===== src/rtl/bsg_dmc_ui_master.sv =====
// bsg_dmc_ui_master: turns one cache-line request into app_* UI transactions.
// Write lines are sent as burst_len_lp data beats, followed by the write command.
// Reads send the command, collect the returned beats into one line and present
// that line as a single response.
// Optional feature, enabled by defining BSG_DMC_UI_MASTER_WR_ACK_EN: a write also
// ends with a response whose data is all zeros.
module bsg_dmc_ui_master #(
    parameter int ui_addr_width_p    = 28,
    parameter int ui_data_width_p    = 32,
    parameter int burst_data_width_p = 128,
    localparam int burst_len_lp        = burst_data_width_p / ui_data_width_p,
    localparam int ui_mask_width_lp    = ui_data_width_p / 8,
    localparam int burst_mask_width_lp = burst_data_width_p / 8
) (
    input  logic                           clk_i,
    input  logic                           reset_i,
    input  logic                           init_calib_complete_i,
    input  logic                           req_v_i,
    input  logic [2:0]                     req_cmd_i,
    input  logic [ui_addr_width_p-1:0]     req_addr_i,
    input  logic [burst_data_width_p-1:0]  req_data_i,
    input  logic [burst_mask_width_lp-1:0] req_mask_i,
    output logic                           req_ready_o,
    output logic                           resp_v_o,
    output logic [burst_data_width_p-1:0]  resp_data_o,
    input  logic                           resp_yumi_i,
    output logic [ui_addr_width_p-1:0]     app_addr_o,
    output logic [2:0]                     app_cmd_o,
    output logic                           app_en_o,
    input  logic                           app_rdy_i,
    output logic                           app_wdf_wren_o,
    output logic [ui_data_width_p-1:0]     app_wdf_data_o,
    output logic [ui_mask_width_lp-1:0]    app_wdf_mask_o,
    output logic                           app_wdf_end_o,
    input  logic                           app_wdf_rdy_i,
    input  logic                           app_rd_data_valid_i,
    input  logic [ui_data_width_p-1:0]     app_rd_data_i,
    input  logic                           app_rd_data_end_i,
    output logic                           error_o
);

    localparam int cnt_w_lp = (burst_len_lp > 1) ? $clog2(burst_len_lp) : 1;
    localparam logic [2:0] cmd_write_lp = 3'd0;
    localparam logic [2:0] cmd_read_lp  = 3'd1;

    typedef enum logic [2:0] {
        IDLE, WR_DATA, WR_CMD, RD_CMD, RD_DATA, RESP
    } state_e;

    state_e                                           r_state, w_next_state;
    logic [cnt_w_lp-1:0]                              r_cnt;
    logic [ui_addr_width_p-1:0]                       r_addr;
    logic [burst_len_lp-1:0][ui_data_width_p-1:0]     r_line;
    logic [burst_len_lp-1:0][ui_mask_width_lp-1:0]    r_mask;
    logic                                             r_error;
    logic                                             w_accept;
    logic                                             w_beat_last;

    assign w_beat_last = (r_cnt == cnt_w_lp'(burst_len_lp - 1));
    assign w_accept    = req_v_i & req_ready_o;

    // Next-state decode for the transaction sequencer.
    always_comb begin
        // NOTE: every always_comb output gets a default first so no path can infer a latch.
        w_next_state = r_state;
        unique case (r_state)
            IDLE: begin
                if (w_accept) begin
                    if (req_cmd_i == cmd_write_lp)     w_next_state = WR_DATA;
                    else if (req_cmd_i == cmd_read_lp) w_next_state = RD_CMD;
                end
            end
            WR_DATA: if (app_wdf_rdy_i && w_beat_last) w_next_state = WR_CMD;
`ifdef BSG_DMC_UI_MASTER_WR_ACK_EN
            WR_CMD:  if (app_rdy_i) w_next_state = RESP;
`else
            WR_CMD:  if (app_rdy_i) w_next_state = IDLE;
`endif
            RD_CMD:  if (app_rdy_i) w_next_state = RD_DATA;
            RD_DATA: if (app_rd_data_valid_i && w_beat_last) w_next_state = RESP;
            RESP:    if (resp_yumi_i) w_next_state = IDLE;
            default: w_next_state = IDLE;
        endcase
    end

    // Outputs decoded purely from registered state; only req_ready_o looks at inputs.
    always_comb begin
        req_ready_o    = (r_state == IDLE) & init_calib_complete_i & ~reset_i;
        app_en_o       = (r_state == WR_CMD) || (r_state == RD_CMD);
        app_cmd_o      = (r_state == RD_CMD) ? cmd_read_lp : cmd_write_lp;
        app_addr_o     = r_addr;
        app_wdf_wren_o = (r_state == WR_DATA);
        app_wdf_data_o = r_line[r_cnt];
        app_wdf_mask_o = r_mask[r_cnt];
        app_wdf_end_o  = (r_state == WR_DATA) && w_beat_last;
        resp_v_o       = (r_state == RESP);
        resp_data_o    = r_line;
        error_o        = r_error;
    end

    // State, beat counter, line/mask capture and sticky error tracking.
    always_ff @(posedge clk_i) begin
        // NOTE: sequential state uses non-blocking assignments so all registers update together.
        if (reset_i) begin
            r_state <= IDLE;
            r_cnt   <= '0;
            r_addr  <= '0;
            r_line  <= '0;
            r_mask  <= '0;
            r_error <= 1'b0;
        end else begin
            r_state <= w_next_state;
            unique case (r_state)
                IDLE: begin
                    if (w_accept) begin
                        r_addr <= req_addr_i;
                        r_line <= req_data_i;
                        r_mask <= req_mask_i;
                        r_cnt  <= '0;
                        if (req_cmd_i != cmd_write_lp && req_cmd_i != cmd_read_lp)
                            r_error <= 1'b1;
                    end
                end
                WR_DATA: begin
                    if (app_wdf_rdy_i)
                        r_cnt <= w_beat_last ? '0 : r_cnt + 1'b1;
                end
`ifdef BSG_DMC_UI_MASTER_WR_ACK_EN
                // Write acknowledgement carries no data.
                WR_CMD: if (app_rdy_i) r_line <= '0;
`endif
                RD_DATA: begin
                    if (app_rd_data_valid_i) begin
                        r_line[r_cnt] <= app_rd_data_i;
                        r_cnt         <= w_beat_last ? '0 : r_cnt + 1'b1;
                        // End flag must coincide exactly with the final beat.
                        if (app_rd_data_end_i != w_beat_last)
                            r_error <= 1'b1;
                    end
                end
                default: ;
            endcase
            // Read data nobody asked for is dropped but remembered as an error.
            if (app_rd_data_valid_i && r_state != RD_DATA)
                r_error <= 1'b1;
        end
    end

endmodule


===== config.mk =====
export PLATFORM = sky130hd
export DESIGN_NAME = bsg_dmc_ui_master
export DESIGN_NICKNAME = d
export VERILOG_FILES = /design/src/rtl/bsg_dmc_ui_master.sv
export SDC_FILE = /design/constraint.sdc
export NUM_CORES = 1
export LEC_CHECK = 0
export ABC_AREA = 1
export CAP_MARGIN = 20
export CORE_MARGIN = 1
export CORE_UTILIZATION = 29
export CTS_CLUSTER_DIAMETER = 50
export DETAILED_ROUTE_END_ITERATION = 8
export MAX_ROUTING_LAYER = met4
export PLACE_DENSITY = 0.63
export SYNTH_ARGS = -nofsm -noshare
export SYNTH_HDL_FRONTEND = slang
export SYNTH_SLANG_ARGS = --single-unit

===== constraint.sdc =====
create_clock -name clk_i -period 1.8 [get_ports clk_i]
set_input_delay 0.18 -clock clk_i [delete_from_list [all_inputs] [get_ports clk_i]]
set_output_delay 0.18 -clock clk_i [all_outputs]
set_load 0.02 [all_outputs]

==> flow_summary.ini, run 1 <==
[clock_tree]
clockRootBuffer = clkbuf_16
path_clk_slew_ns = 0.07
num_cts_buffers = 17
cts_max_path_buffers = 2
worstSkewPairLatency_ns = 0.45
h-tree-depth = 4
numClockSinks = 178
clock_tree_from_tritoncts = yes

[power_and_ir_drop]
power.density_nw_per_um2 = 1270
power_leakage_nw = 6.79
max-vdd-ir-drop_uv = 619

[setup_path]
worst-endpoint-required_ns = 1.62
crit_path_max_incr_delay_ns = 0.44
critPathLaunch = r_cnt[0]$_SDFFE_PP0P_
setup.reg_to_reg.worst_slack_ns = 0.01
reg2reg_from = r_state[1]$_SDFFE_PP0P_
critPathMaxFanout = 8
timing.critical_path.cells = buf_8 > buf_16 > buf_6 > nor2_2 > o22ai_2 > buf_6
setup.worst_path.class = flip-flop to output pin
most_repeated_library_cell_on_the_critical_path = buf_6
slowest_stage = dfxtp_4
critPathArrivalTime_ns = 1.65
critical_path.endpoint_type = output pin
critPathLaunchType = flip-flop

[global_routing]
grt_pass1_vias = 11600
maximum_number_of_pins_on_one_net_before_global_route_repair = 96
number_of_antenna_violations_at_the_first_check_in_global_routing = 0
grt_pass1_wl_um = 66600
globalRouteOverflowTotal = 0
groute.usage.overall_pct = 24.9

[yosys]
synth_most_common_cell = o21ai_0
synth_fa_ha_area_share_pct = 0.506
synth_edf_count = 0
synth-xor-area-share_pct = 0.0886
synthTopCellsByArea = dfxtp_1 36%, o21ai_0 12%, nand3_1 11%
yosysTopAreaCell = dfxtp_1
syn-mean-instance-area_sq_um = 6.43
seq_area_frac_synth_pct = 36.1
ys_seq_elements = 178
ys.flop_type = dfxtp_1
netlist.area_leader.share_pct = 36.1
yosys.cell_types.count = 27
yosysWarnings = 0
synthCells = 1537
synth-simple-area-share_pct = 27.6
synth.cells.most_frequent = 232 x o21ai_0, 223 x nand3_1, 211 x nor2_1, 197 x nand2_1, 178 x dfxtp_1
synth-compound-area-share_pct = 25.9
post_synth_instance_area_sq_um = 9880
synthArstFlopShare_pct = 0
synth.mux.area_fraction_pct = 0
synth_top_family_by_area = simple AND/OR/NAND/NOR gates

[detailed_routing]
route.detailed.wl_per_inst_um = 19.0
drt_wl_total_um = 45900
drt_drc_violations_left = 0
vias_per_cell = 5.22
drt_first_pass_iters = 5
via_count = 12600
ant_nets = 0
dr.first_iter.drc_count = 1039

[cells_and_area]
nFillCells = 3270
drive_above_1_share_pct = 14.5
sequential_cell_area_sq_um = 3570
layout.nets = 2176
antennaDiodeCount = 0
flow.area_growth_from_synthesis_pct = 69.1
area_of_the_multi_input_gates_sq_um = 5660

[floorplanning]
die_width_um = 187
rows = 67
ioPinCount = 417
core_region_area_sq_um = 33500
initial_core_utilization_pct = 29.5
floorplan.die.height_um = 187
die-area_sq_um = 34800

[timing]
slew_violations = 0
timing.fmax_ghz = 0.547
whs_ns = 0.291
min_period_over_period_pct = 102
timing_hold_violations_final = 0
setup_slack_ns = -0.0296
minimum_clock_period_ns = 1.83
timing.clock.skew_ns = 0.00899
setup_viol = 3
rsz0062_at_grt = true

[placement]
pre_cts_slack_ns = -0.122
io_buffers = 414
detailedPlacementHpwl_um = 30100
globalplace.congestion = 0.909

[worst_hold_path]
worst_hold_start = req_addr_i[7]
min_delay_worst_type = input port to flip-flop

[run_status]
failed_checks = negative setup slack
run_status = finished with violations

[run]
cap_violations = 0
[registers in the layout, summed over array words and instances, names as in the netlist]
signal	flops
resp_data_o	128
app_addr_o	28
r_mask	16
r_state	3
r_cnt	2
error_o	1
[area by class of cell]
| type | instances | share of cell area (%) |
|---|---|---|
| multi-input combinational | 1151 | 33.9 |
| tap | 448 | 3.35 |
| clock buffer | 18 | 2.63 |
| sequential | 178 | 21.4 |
| timing repair buffer | 549 | 35.7 |
| clock inverter | 14 | 1.47 |
| inverter | 59 | 1.56 |
[critical path, delay by kind of cell, from the launching register on]
family / cells / cell delay (ns)
buf+inv: 4 / 0.57
flops: 1 / 0.44
simple gates: 1 / 0.03
compound gates: 1 / 0.16
[per-layer routing]
metal	track usage [%]	part of all wire (%)	vias up
li1	-	-	6079
met5	-	0	-
met1	31.1	43	5876
met3	5.36	7.9	59
met4	8.76	2.4	0
met2	39.5	47	612
[report_power, final]
| group | internal (W) | leakage, nW | switching, W |
|---|---|---|---|
| clock | 0.00267 | 0.336 | 0.00180 |
| combinational | 0.00507 | 5.00 | 0.00620 |
| sequential | 0.00469 | 1.46 | 0.000703 |
| total | 0.0124 | 6.79 | 0.00871 |
[layout by cell type, fill, tap and decap left out, types with 50 or more instances in the layout]
master             n
clkdlybuf4s50_1  372
o21ai_0          198
inv_1             50
buf_4             78
o21ai_1          127
a21oi_1          131
nand2_1          193
nor2_1           204
nand3_1          192
dfxtp_1          175
[worst paths after layout]
| path | end | depth (start not counted) |
|---|---|---|
| worst max-delay path | app_wdf_data_o[27] | 6 |
| worst min-delay path | app_addr_o[7]$_SDFFE_PP0P_ | 3 |
| worst min register to register | error_o$_SDFFE_PP0P_ | 2 |
| worst max register to register | resp_data_o[43]$_SDFFE_PP0P_ | 11 |
[metrics by stage]
stage | TNS, ns | util, % | cells | power, W | cell area (sq um)
after global placement | -2.39 | 44.6 | 2346 | 0.0153 | 15000
after CTS | -0.311 | 47.0 | 2385 | 0.0199 | 15800
after floorplan | -1.35 | - | 1538 | 0.0108 | 9900
after detailed placement | -4.20 | 44.6 | 2346 | 0.0153 | 15000
final | -0.0463 | 49.8 | 2417 | 0.0211 | 16700
after global routing | -3.79 | 49.8 | 2417 | 0.0223 | 16700
[logic make-up after synthesis]
kind of cell    Yosys count
buf+inv                 209
simple gates            644
flops                   178
compound gates          500
fa+ha+maj                 4
other cells               1
xor+xnor                  1
[timing repair]
| item | CTS | global route |
|---|---|---|
| gates resized for setup | 220 | 133 |
| setup endpoints to repair | 51 | 132 |
| cloned | 4 | 17 |
| hold buffers | 0 | 0 |
| buffers inserted | 3 | 15 |
| pin swaps | 5 | 17 |
Note: power is estimated with default switching activity, not from simulation.
==> run 2: changes to the inputs <==
- ABC_CLOCK_PERIOD_IN_PS: default -> 1800
- CORE_UTILIZATION: 29 -> 39
- PLACE_DENSITY: 0.63 -> 0.8
==> run 2 against run 1 <==
The run still ends with negative setup slack left. Clock skew grew 0.0051 ns. Total power grew 1.1%. Global-route usage grew 6.4 points. Core utilization grew 19 points. Largest cell class unchanged.
==> flow_summary.ini, run 2 (synthesized netlist as in run 1, its figures left out) <==
[global_routing]
grt_pass1_wl_um = 62700
globalRouteOverflowTotal = 0
groute.usage.overall_pct = 31.3
grt_pass1_vias = 11700
maximum_number_of_pins_on_one_net_before_global_route_repair = 148
number_of_antenna_violations_at_the_first_check_in_global_routing = 1

[timing]
slew_violations = 0
min_period_over_period_pct = 104
minimum_clock_period_ns = 1.88
setup_total_negative_slack_ns = -0.727
worst-slew-pin-transition_ns = 0.803
rsz0062_at_grt = true
timing_hold_violations_final = 0
timing.clock.skew_ns = 0.0141
slew_headroom_pct = 46.5
timing.fmax_ghz = 0.533
setup_slack_ns = -0.0764
setup_viol = 32
whs_ns = 0.303

[setup_path]
path_buf_inv = 4
most_repeated_library_cell_on_the_critical_path = buf_6
worstReg2RegEnd = resp_data_o[40]$_SDFFE_PP0P_
reg2reg_from = r_state[1]$_SDFFE_PP0P_
critical_path.endpoint_type = flip-flop
critPathArrivalTime_ns = 2.20
worst-endpoint-required_ns = 2.12
timing.critical_path.max_delay_family = buffers and inverters
slowest_stage = dfxtp_4
setup.reg_to_reg.worst_slack_ns = -0.08
critPathLaunchType = flip-flop
setup.worst_path.class = flip-flop to flip-flop
timing.critical_path.cells = nor2_4 > nand2_4 > buf_6 > o21ai_4 > buf_6 > buf_12 > clkbuf_16 > nand3_2 > nand2_1 > nor2_1
crit_path_max_incr_delay_ns = 0.37
critPathMaxFanout = 8
timing.reg2reg.worst_path_depth = 10

[power_and_ir_drop]
power.share.switching_pct = 42.7
max-vdd-ir-drop_uv = 710
pwr-share-comb_pct = 56.1
power.density_nw_per_um2 = 1270
power_leakage_nw = 6.89
total_switching_power_w = 0.00913
clockPowerShare_pct = 18.6
share_seq_of_total_power_pct = 25.4
power.internal_w = 0.0122

[detailed_routing]
drt_first_pass_iters = 6
drt_drc_violations_left = 0
ant_nets = 0
drt_wl_total_um = 46700
via_count = 13400
dr.first_iter.drc_count = 1889
route.detailed.wl_per_inst_um = 20.4
vias_per_cell = 5.85

[floorplanning]
die_width_um = 161
rows = 57
core_region_area_sq_um = 24600
floorplan.die.height_um = 161
die-area_sq_um = 26000
ioPinCount = 417
initial_core_utilization_pct = 40.2

[worst_hold_path]
min_delay_worst_type = input port to flip-flop
min_to = r_mask[14]$_SDFFE_PP0P_
hold_depth = 3
worst_hold_start = req_mask_i[14]

[cells_and_area]
drive_above_1_share_pct = 15.7
most-common-layout-cells = 372 x clkdlybuf4s50_1, 207 x nor2_1, 196 x nand2_1, 186 x o21ai_0, 173 x dfxtp_1
finish.cell_count_without_fillers = 2288
nFillCells = 1982
area_of_the_multi_input_gates_sq_um = 5850
finish.utilization_pct = 68.5
flow.area_growth_from_synthesis_pct = 70.5
layout.nets = 2172
largest_register_ff_count = 128
final_common_cell = clkdlybuf4s50_1
sequential_cell_area_sq_um = 3580

[clock_tree]
hold_buffers = 0
h-tree-depth = 4
num_cts_buffers = 17
clock_tree_from_tritoncts = yes
numClockSinks = 178
cts_max_path_buffers = 2
clockRootBuffer = clkbuf_16
worstSkewPairLatency_ns = 0.43
path_clk_slew_ns = 0.08

[placement]
post_place_cells = 2200
io_buffers = 414
detailedPlacementHpwl_um = 28700
globalplace.congestion = 0.963

[run]
cap_violations = 0

[run_status]
failed_checks = negative setup slack
run_status = finished with violations
## run 2: worst register-to-register path, cell delays in order (launching register included)
cell and delay (ns):
dfxtp_4 0.37, nor2_4 0.20, nand2_4 0.11, buf_6 0.14, o21ai_4 0.20, buf_6 0.17
buf_12 0.17, clkbuf_16 0.19, nand3_2 0.08, nand2_1 0.08, nor2_1 0.06
## run 2: through the flow
step | area, sq um | worst slack, ns | power, W
CTS | 15300 | -0.000188 | 0.0191
global placement | 14600 | -0.00973 | 0.0150
global route | 16800 | -0.176 | 0.0223
finish | 16800 | -0.0764 | 0.0214
detailed placement | 14600 | -0.0506 | 0.0152
floorplan | 9900 | -0.0674 | 0.0108
## run 2: worst max-delay path by stage
| stage | from | end | slack [ns] | cells past startpoint |
|---|---|---|---|---|
| finish | r_state[1]$_SDFFE_PP0P_ | resp_data_o[40]$_SDFFE_PP0P_ | -0.08 | 10 |
| floorplan | r_cnt[0]$_SDFFE_PP0P_ | resp_data_o[73]$_SDFFE_PP0P_ | -0.07 | 11 |
| detailed placement | r_cnt[0]$_SDFFE_PP0P_ | resp_data_o[72]$_SDFFE_PP0P_ | -0.05 | 10 |
| CTS | r_cnt[0]$_SDFFE_PP0P_ | app_wdf_data_o[15] | -0.0002 | 5 |
| global route | r_cnt[0]$_SDFFE_PP0P_ | resp_data_o[15]$_SDFFE_PP0P_ | -0.18 | 10 |
| global placement | r_cnt[0]$_SDFFE_PP0P_ | resp_data_o[18]$_SDFFE_PP0P_ | -0.01 | 10 |
## run 2: power groups by stage
| stage | Sequential (W) | Combinational, W | Clock, W |
|---|---|---|---|
| 6_report | 0.00542 | 0.0120 | 0.00397 |
| 3_3_place_gp | 0.00542 | 0.00961 | 0 |
| 4_1_cts | 0.00536 | 0.00976 | 0.00396 |
| 3_5_place_dp | 0.00543 | 0.00977 | 0 |
| 2_1_floorplan | 0.00603 | 0.00473 | 0 |
| 5_1_grt | 0.00548 | 0.0127 | 0.00415 |
## run 2: what timing repair did
item / CTS / global route
hold endpoints to repair: 0 / 0
pin swaps: 4 / 31
endpoints found under the setup margin: 80 / 148
resized for setup: 184 / 205
setup buffers: 5 / 13
cloned: 4 / 36
## run 2: layer usage
layer  wire (um)  track usage (%)  up-vias  part of all wire [%]
met4        2180             11.5        0                   4.7
met2       21800             52.9      958                    47
met1       17600             37.5     6149                    38
li1            -                -     6092                     -
met5           0                -        -                     0
met3        5130             4.93      190                    11
## run 2: area by class of cell
cell class	instances	share of cell area [%]
timing repair buffer	544	36.5
multi-input combinational	1152	34.8
sequential	178	21.2
clock buffer	18	2.55
tap	324	2.41
inverter	59	1.49
clock inverter	12	1.01
antenna	1	0.0149
